[src/rtl/conv_run_controller_if.sv]
// Signal bundle between conv_run_controller and its surroundings.
//   start            run request
//   uart_rx_valid/_data   received UART byte
//   eng_*            convolution engine control, byte feed, print handshake, cycle count
//   prt_start/done   matrix printer handshake
//   tx_valid/data/ready   UART TX byte stream
//   busy/run_done/err_timeout  status
// The slave modport is the controller's view; master is the environment's view.
interface conv_run_controller_if;
  logic        start;
  logic        uart_rx_valid;
  logic [7:0]  uart_rx_data;
  logic        eng_rst;
  logic        eng_enable;
  logic        eng_rx_valid;
  logic [7:0]  eng_rx_data;
  logic        eng_print_enable;
  logic        eng_print_done;
  logic [15:0] eng_cycles;
  logic        prt_start;
  logic        prt_done;
  logic        tx_valid;
  logic [7:0]  tx_data;
  logic        tx_ready;
  logic        busy;
  logic        run_done;
  logic        err_timeout;

  modport slave (
    input  start, uart_rx_valid, uart_rx_data, eng_print_enable, eng_cycles, prt_done, tx_ready,
    output eng_rst, eng_enable, eng_rx_valid, eng_rx_data, eng_print_done, prt_start,
    output tx_valid, tx_data, busy, run_done, err_timeout
  );

  modport master (
    output start, uart_rx_valid, uart_rx_data, eng_print_enable, eng_cycles, prt_done, tx_ready,
    input  eng_rst, eng_enable, eng_rx_valid, eng_rx_data, eng_print_done, prt_start,
    input  tx_valid, tx_data, busy, run_done, err_timeout
  );
endinterface

[src/rtl/conv_run_controller.sv]
// Sequencer for one convolution run: arms the engine, gates UART kernel bytes to it while the
// kernel loads, hands the result print to the matrix printer, sends the engine cycle count as
// "DDDDD\r\n" over UART TX, then soft-resets the engine. A stalled kernel load aborts on timeout.
// Ports:
//   clk     system clock
//   rst     asynchronous active-high reset
//   bus_io  conv_run_controller_if.slave (see interface file for the signal list)
module conv_run_controller #(
  parameter int unsigned TIMEOUT_CYCLES = 50000000,
  parameter int unsigned RST_PULSE      = 2
) (
  input logic                 clk,
  input logic                 rst,
  conv_run_controller_if.slave bus_io
);

  localparam int unsigned TmoW = (TIMEOUT_CYCLES > 1) ? $clog2(TIMEOUT_CYCLES) : 1;
  localparam int unsigned RstW = (RST_PULSE > 1) ? $clog2(RST_PULSE) : 1;

  typedef enum logic [2:0] {
    StIdle, StKernel, StCompute, StPrint, StConvert, StSend, StRestart
  } state_e;

  state_e            state_q, state_d;
  logic [3:0]        digit_cnt_q, digit_cnt_d;
  logic [TmoW-1:0]   tmo_q, tmo_d;
  logic [15:0]       cyc_q, cyc_d;
  logic [15:0]       rem_q, rem_d;
  logic [1:0]        pos_q, pos_d;
  logic [4:0][3:0]   dig_q, dig_d;
  logic [2:0]        tx_idx_q, tx_idx_d;
  logic [RstW-1:0]   rst_cnt_q, rst_cnt_d;

  logic       eng_rst_q, eng_rst_d;
  logic       eng_enable_q, eng_enable_d;
  logic       eng_print_done_q, eng_print_done_d;
  logic       prt_start_q, prt_start_d;
  logic       tx_valid_q, tx_valid_d;
  logic [7:0] tx_data_q, tx_data_d;
  logic       busy_q, busy_d;
  logic       run_done_q, run_done_d;
  logic       err_timeout_q, err_timeout_d;

  logic       rx_is_digit;

  // Decimal place weight for digit positions 0..3 (ten-thousands down to tens).
  function automatic logic [15:0] weight(input logic [1:0] pos);
    case (pos)
      2'd0:    weight = 16'd10000;
      2'd1:    weight = 16'd1000;
      2'd2:    weight = 16'd100;
      default: weight = 16'd10;
    endcase
  endfunction

  // Byte idx of the TX frame: five ASCII digits, then CR, then LF.
  function automatic logic [7:0] tx_byte(input logic [2:0] idx, input logic [4:0][3:0] digs);
    case (idx)
      3'd5:    tx_byte = 8'h0D;
      3'd6:    tx_byte = 8'h0A;
      default: tx_byte = {4'h3, digs[idx]};
    endcase
  endfunction

  assign rx_is_digit = (bus_io.uart_rx_data >= 8'h30) && (bus_io.uart_rx_data <= 8'h39);

  // Kernel bytes reach the engine only while loading.
  assign bus_io.eng_rx_valid = bus_io.uart_rx_valid && (state_q == StKernel);
  assign bus_io.eng_rx_data  = bus_io.uart_rx_data;

  assign bus_io.eng_rst        = eng_rst_q;
  assign bus_io.eng_enable     = eng_enable_q;
  assign bus_io.eng_print_done = eng_print_done_q;
  assign bus_io.prt_start      = prt_start_q;
  assign bus_io.tx_valid       = tx_valid_q;
  assign bus_io.tx_data        = tx_data_q;
  assign bus_io.busy           = busy_q;
  assign bus_io.run_done       = run_done_q;
  assign bus_io.err_timeout    = err_timeout_q;

  always_comb begin
    state_d          = state_q;
    digit_cnt_d      = digit_cnt_q;
    tmo_d            = tmo_q;
    cyc_d            = cyc_q;
    rem_d            = rem_q;
    pos_d            = pos_q;
    dig_d            = dig_q;
    tx_idx_d         = tx_idx_q;
    rst_cnt_d        = rst_cnt_q;
    eng_rst_d        = 1'b0;
    eng_enable_d     = 1'b0;
    eng_print_done_d = 1'b0;
    prt_start_d      = 1'b0;
    run_done_d       = 1'b0;
    tx_valid_d       = tx_valid_q;
    tx_data_d        = tx_data_q;
    err_timeout_d    = err_timeout_q;

    case (state_q)
      StIdle: begin
        if (bus_io.start) begin
          eng_enable_d  = 1'b1;
          err_timeout_d = 1'b0;
          digit_cnt_d   = '0;
          tmo_d         = '0;
          state_d       = StKernel;
        end
      end
      StKernel: begin
        // A byte in the expiry cycle takes priority over the timeout.
        if (bus_io.uart_rx_valid) begin
          tmo_d = '0;
          if (rx_is_digit) begin
            digit_cnt_d = digit_cnt_q + 4'd1;
            if (digit_cnt_q == 4'd8) state_d = StCompute;
          end
        end else if (tmo_q == TmoW'(TIMEOUT_CYCLES - 1)) begin
          err_timeout_d = 1'b1;
          eng_rst_d     = 1'b1;
          rst_cnt_d     = '0;
          state_d       = StRestart;
        end else begin
          tmo_d = tmo_q + 1'b1;
        end
      end
      StCompute: begin
        if (bus_io.eng_print_enable) begin
          cyc_d       = bus_io.eng_cycles;
          prt_start_d = 1'b1;
          state_d     = StPrint;
        end
      end
      StPrint: begin
        if (bus_io.prt_done) begin
          eng_print_done_d = 1'b1;
          rem_d            = cyc_q;
          pos_d            = '0;
          dig_d            = '0;
          state_d          = StConvert;
        end
      end
      StConvert: begin
        // One subtraction or one position advance per cycle.
        if (rem_q >= weight(pos_q)) begin
          rem_d              = rem_q - weight(pos_q);
          dig_d[{1'b0, pos_q}] = dig_q[{1'b0, pos_q}] + 4'd1;
        end else if (pos_q != 2'd3) begin
          pos_d = pos_q + 2'd1;
        end else begin
          dig_d[4]   = rem_q[3:0];
          tx_idx_d   = '0;
          tx_valid_d = 1'b1;
          tx_data_d  = {4'h3, dig_q[0]};
          state_d    = StSend;
        end
      end
      StSend: begin
        if (bus_io.tx_ready) begin
          if (tx_idx_q == 3'd6) begin
            tx_valid_d = 1'b0;
            tx_data_d  = '0;
            eng_rst_d  = 1'b1;
            rst_cnt_d  = '0;
            state_d    = StRestart;
          end else begin
            tx_idx_d  = tx_idx_q + 3'd1;
            tx_data_d = tx_byte(tx_idx_q + 3'd1, dig_q);
          end
        end
      end
      StRestart: begin
        if (rst_cnt_q == RstW'(RST_PULSE - 1)) begin
          run_done_d = !err_timeout_q;
          state_d    = StIdle;
        end else begin
          rst_cnt_d = rst_cnt_q + 1'b1;
          eng_rst_d = 1'b1;
        end
      end
      default: state_d = StIdle;
    endcase

    busy_d = (state_d != StIdle);
  end

  always_ff @(posedge clk or posedge rst) begin
    if (rst) begin
      state_q          <= StIdle;
      digit_cnt_q      <= '0;
      tmo_q            <= '0;
      cyc_q            <= '0;
      rem_q            <= '0;
      pos_q            <= '0;
      dig_q            <= '0;
      tx_idx_q         <= '0;
      rst_cnt_q        <= '0;
      eng_rst_q        <= 1'b0;
      eng_enable_q     <= 1'b0;
      eng_print_done_q <= 1'b0;
      prt_start_q      <= 1'b0;
      tx_valid_q       <= 1'b0;
      tx_data_q        <= '0;
      busy_q           <= 1'b0;
      run_done_q       <= 1'b0;
      err_timeout_q    <= 1'b0;
    end else begin
      state_q          <= state_d;
      digit_cnt_q      <= digit_cnt_d;
      tmo_q            <= tmo_d;
      cyc_q            <= cyc_d;
      rem_q            <= rem_d;
      pos_q            <= pos_d;
      dig_q            <= dig_d;
      tx_idx_q         <= tx_idx_d;
      rst_cnt_q        <= rst_cnt_d;
      eng_rst_q        <= eng_rst_d;
      eng_enable_q     <= eng_enable_d;
      eng_print_done_q <= eng_print_done_d;
      prt_start_q      <= prt_start_d;
      tx_valid_q       <= tx_valid_d;
      tx_data_q        <= tx_data_d;
      busy_q           <= busy_d;
      run_done_q       <= run_done_d;
      err_timeout_q    <= err_timeout_d;
    end
  end

endmodule

[src/flat_wrapper.sv]
// flat-port wrapper written by rule: the top's interface ports become plain ports
module conv_run_controller_flat 
#(
  parameter int unsigned TIMEOUT_CYCLES = 50000000,
  parameter int unsigned RST_PULSE      = 2
)
  (clk, rst, bus_io_start, bus_io_uart_rx_valid, bus_io_uart_rx_data, bus_io_eng_print_enable, bus_io_eng_cycles, bus_io_prt_done, bus_io_tx_ready, bus_io_eng_rst, bus_io_eng_enable, bus_io_eng_rx_valid, bus_io_eng_rx_data, bus_io_eng_print_done, bus_io_prt_start, bus_io_tx_valid, bus_io_tx_data, bus_io_busy, bus_io_run_done, bus_io_err_timeout);
  conv_run_controller_if bus_io_i ();
  input logic clk;
  input logic rst;
  input wire logic [$bits(bus_io_i.start)-1:0] bus_io_start;
  input wire logic [$bits(bus_io_i.uart_rx_valid)-1:0] bus_io_uart_rx_valid;
  input wire logic [$bits(bus_io_i.uart_rx_data)-1:0] bus_io_uart_rx_data;
  input wire logic [$bits(bus_io_i.eng_print_enable)-1:0] bus_io_eng_print_enable;
  input wire logic [$bits(bus_io_i.eng_cycles)-1:0] bus_io_eng_cycles;
  input wire logic [$bits(bus_io_i.prt_done)-1:0] bus_io_prt_done;
  input wire logic [$bits(bus_io_i.tx_ready)-1:0] bus_io_tx_ready;
  output wire logic [$bits(bus_io_i.eng_rst)-1:0] bus_io_eng_rst;
  output wire logic [$bits(bus_io_i.eng_enable)-1:0] bus_io_eng_enable;
  output wire logic [$bits(bus_io_i.eng_rx_valid)-1:0] bus_io_eng_rx_valid;
  output wire logic [$bits(bus_io_i.eng_rx_data)-1:0] bus_io_eng_rx_data;
  output wire logic [$bits(bus_io_i.eng_print_done)-1:0] bus_io_eng_print_done;
  output wire logic [$bits(bus_io_i.prt_start)-1:0] bus_io_prt_start;
  output wire logic [$bits(bus_io_i.tx_valid)-1:0] bus_io_tx_valid;
  output wire logic [$bits(bus_io_i.tx_data)-1:0] bus_io_tx_data;
  output wire logic [$bits(bus_io_i.busy)-1:0] bus_io_busy;
  output wire logic [$bits(bus_io_i.run_done)-1:0] bus_io_run_done;
  output wire logic [$bits(bus_io_i.err_timeout)-1:0] bus_io_err_timeout;
  assign bus_io_i.start = bus_io_start;
  assign bus_io_i.uart_rx_valid = bus_io_uart_rx_valid;
  assign bus_io_i.uart_rx_data = bus_io_uart_rx_data;
  assign bus_io_i.eng_print_enable = bus_io_eng_print_enable;
  assign bus_io_i.eng_cycles = bus_io_eng_cycles;
  assign bus_io_i.prt_done = bus_io_prt_done;
  assign bus_io_i.tx_ready = bus_io_tx_ready;
  assign bus_io_eng_rst = bus_io_i.eng_rst;
  assign bus_io_eng_enable = bus_io_i.eng_enable;
  assign bus_io_eng_rx_valid = bus_io_i.eng_rx_valid;
  assign bus_io_eng_rx_data = bus_io_i.eng_rx_data;
  assign bus_io_eng_print_done = bus_io_i.eng_print_done;
  assign bus_io_prt_start = bus_io_i.prt_start;
  assign bus_io_tx_valid = bus_io_i.tx_valid;
  assign bus_io_tx_data = bus_io_i.tx_data;
  assign bus_io_busy = bus_io_i.busy;
  assign bus_io_run_done = bus_io_i.run_done;
  assign bus_io_err_timeout = bus_io_i.err_timeout;
  conv_run_controller #(.TIMEOUT_CYCLES(TIMEOUT_CYCLES), .RST_PULSE(RST_PULSE)) u_core (.clk(clk), .rst(rst), .bus_io(bus_io_i));
endmodule
[config.mk]
export PLATFORM = sky130hd
export DESIGN_NAME = conv_run_controller_flat
export DESIGN_NICKNAME = d
export VERILOG_FILES = /design/src/rtl/conv_run_controller_if.sv /design/src/rtl/conv_run_controller.sv /design/src/flat_wrapper.sv
export SDC_FILE = /design/constraint.sdc
export NUM_CORES = 1
export LEC_CHECK = 0
export ABC_AREA = 1
export ABC_CLOCK_PERIOD_IN_PS = 4700
export BUFFER_PORTS_ARGS = -buffer_cell sky130_fd_sc_hd__buf_2
export CORE_ASPECT_RATIO = 0.5
export CORE_MARGIN = 2
export CORE_UTILIZATION = 39
export CTS_CLUSTER_SIZE = 25
export DETAILED_ROUTE_END_ITERATION = 7
export PLACE_DENSITY = 0.67
export SETUP_SLACK_MARGIN = 0.3
export SLEW_MARGIN = 30
export SYNTH_ARGS = -nofsm -noshare
export SYNTH_HDL_FRONTEND = slang
export SYNTH_SLANG_ARGS = --single-unit
[constraint.sdc]
create_clock -name clk -period 4.7 [get_ports clk]
set_clock_uncertainty 0.05 [all_clocks]
set_input_delay 1.175 -clock clk [delete_from_list [all_inputs] [get_ports clk]]
set_output_delay 1.175 -clock clk [all_outputs]
set_load 0.05 [all_outputs]
==> metrics.txt <==
top-count cell post-synth nand2_1; Initial Utilization 0.398; status finished clean; die area 18900 µm²; part of the power in the clock network 0.201; worst-skew pair later-pin latency 0.35 ns; GPL Wtd Cong 0.901; fin nets 1078; Sw Ratio 0.465; DRT antenna net count 0; Cell Rows 34; Seq/Total Area, Yosys 0.376; Worst EP required 3.47 ns; buffers and inverters on the worst path 3; clock-pin slew on the worst setup and hold paths 0.07 ns; core area 17400 µm²; most used cell, CP buf_2; # diodes 0; unrepaired setup endpoints after global routing false; drt pass-1 iters 6; global route overflow 0; Slowest-stage cell, CP buf_2; GRT Total Usage 0.193; pwr/cell area 512 nW/µm²; Post-synth top cells nand2_1 (349), inv_1 (107), dfrtp_1 (104); Synth area leader dfrtp_1; EDFF count, synth 0; MaxCap Viol Count 0; Cells after Synth 989; minimum clock period 3.44 ns; Post-DP Area 7290 µm²; final setup vio count 0; Synth Area per Inst 7.01 µm²; DRC Markers 0; Final Cell Area 7600 µm²; post-route total power 3890 µW; root buffer cell clkbuf_16; Max IR drop VDD 231 µV; H-tree Lvls 3; slowest stage delay, CP 0.33 ns; number of global-route vias before repair 6176; Post-synth top flop dfrtp_1; Hold Crit Class flip-flop to flip-flop; total internal power 2080 µW; combinational power share 0.466; Wirelength per Cell 13.7 µm; fmax 291 MHz; sequential share of power 0.333; worst slew pin tran 0.758 ns; largest net degree at the start of global routing 41; Critical Path AT 2.22 ns; Max Slew Vio Count 0; fraction of layout cells with a size suffix above 1 0.131; Setup CP Type input pin to primary output; worst-path cell chain buf_2 -> inv_2 -> nor2_2 -> buf_2; postcts setup bufs 0; hold path depth 2; Port Buffers 51; #FFs+latches synth 104; CTS buffer count 9; final worst path period share 0.732; CTS tree yes; drt initial violations 448; Final Hold Vio Count 0; first-pass GRT wire length 29600 µm; Total Wirelength 17300 µm; cts hold-fix bufs 0; Final TNS setup 0 ns; Worst Reg2Reg Path Length in Cells 15; Netlist cell types 45; Yosys top cell area share 0.376; Post-Syn Area 6930 µm²; max_slew headroom 0.494; dominant cells by area after synthesis dfrtp_1 (38%), nand2_1 (19%), nand3_1 (6.6%); vias 6358; drt via density 5.05; Lkg Pwr 0.00392 µW; CP Capture Type primary output; Top delay family on crit path buffers and inverters; num ports 56; Clock Tree Buf Depth 2; Max FO, Critical Path 22; initial antenna violation count 0; Die Y 98.3 µm; Area Growth Syn to Fin 9.60%; P_sw 1810 µW; crit path launch type input pin; Sink Count 104; die width 193 µm; DP Wirelength 12900 µm; total number of yosys warnings 0; Levels on crit path 4; post-CTS sizing 0; Post-synth ARST share 1.00
-- logic make-up after synthesis --
group	synth area share
DFF	0.376
xor gates and xnor gates	0.0190
buffers and inverters	0.0930
adders and majority gates	0.0498
other	0.000541
AOI/OAI and AO/OA	0.0798
and+or+nand+nor	0.382
-- flip-flops by register name, summed over array words and instances, names as in the netlist, 2 cells and up --
signal                 cells
u_core.bus_io.tx_data      5
u_core.digit_cnt_q         4
u_core.dig_q              20
u_core.tmo_q              26
u_core.cyc_q              16
u_core.pos_q               2
u_core.tx_idx_q            3
u_core.rem_q              16
u_core.state_q             3
-- metal layers --
metal	track usage	vias to the layer above	part of all wire	wire, µm
li1	-	3197	-	-
met1	0.263	3024	0.48	8340
met2	0.325	119	0.47	8050
met3	0.0298	18	0.039	672
met4	0.0417	0	0.012	215
met5	0	-	0	0
-- cell type report --
class                           instances  area [µm²]
Fill cell                            1790        9800
Timing Repair Buffer                   55         285
Clock inverter                          5        62.6
Tap cell                              234         293
Inverter                              112         423
Clock buffer                           11         243
Multi-Input combinational cell        738        3690
Sequential cell                       104        2600
-- stage by stage --
step	setup slack, ns	instances	utilization	hold WS, ns
floorplan	0.743	990	-	0.384
global placement	1.32	1243	0.419	0.405
detailed placement	1.28	1243	0.419	0.413
CTS	1.27	1259	0.437	0.431
global route	1.08	1259	0.437	0.457
finish	1.26	1259	0.437	0.426
-- worst paths after layout --
| kind | from | to | slack [ns] |
|---|---|---|---|
| hold / removal | u_core.cyc_q[14] | u_core.cyc_q[14] | 0.43 |
| max in group asynchronous | rst | u_core.tmo_q[23] | 2.90 |
| hold reg to reg | u_core.cyc_q[14] | u_core.cyc_q[14] | 0.43 |
| min in group asynchronous | rst | u_core.tmo_q[2] | 0.82 |
| setup reg to reg | u_core.pos_q[1] | u_core.dig_q[12] | 1.39 |
| setup / recovery | bus_io_uart_rx_valid | bus_io_eng_rx_valid | 1.26 |
-- worst min-delay path, delay by kind of cell, from the launching register on --
kind          cells  cell delay (ns)
simple gates      2             0.09
flops             1             0.35
-- power by group through the flow --
stage | combinational, µW | sequential, µW | clock [µW]
5_1_grt | 2040 | 1330 | 832
4_1_cts | 1800 | 1290 | 794
3_3_place_gp | 1760 | 1300 | 0
2_1_floorplan | 1350 | 1340 | 0
6_report | 1810 | 1300 | 781
3_5_place_dp | 1790 | 1310 | 0
-- placed cells by master (no fill, tap or decap), types with 4 or more instances in the layout --
cell type,netlist,final
nand3b_1,5,5
nor2_1,76,76
o21ai_0,40,40
dfrtp_1,104,104
a21oi_1,21,21
inv_2,5,5
nand2_4,4,4
or2_2,6,6
nor3_1,13,13
buf_4,13,4
inv_1,107,106
nand2_2,16,16
o21ai_2,18,18
xor2_1,12,12
nand3_1,92,92
buf_2,8,51
nor2_2,4,4
ha_1,26,26
nand4_1,21,21
nand2_1,349,349
clkbuf_16,0,9
No activity file was read; power rests on OpenSTA's default activity.
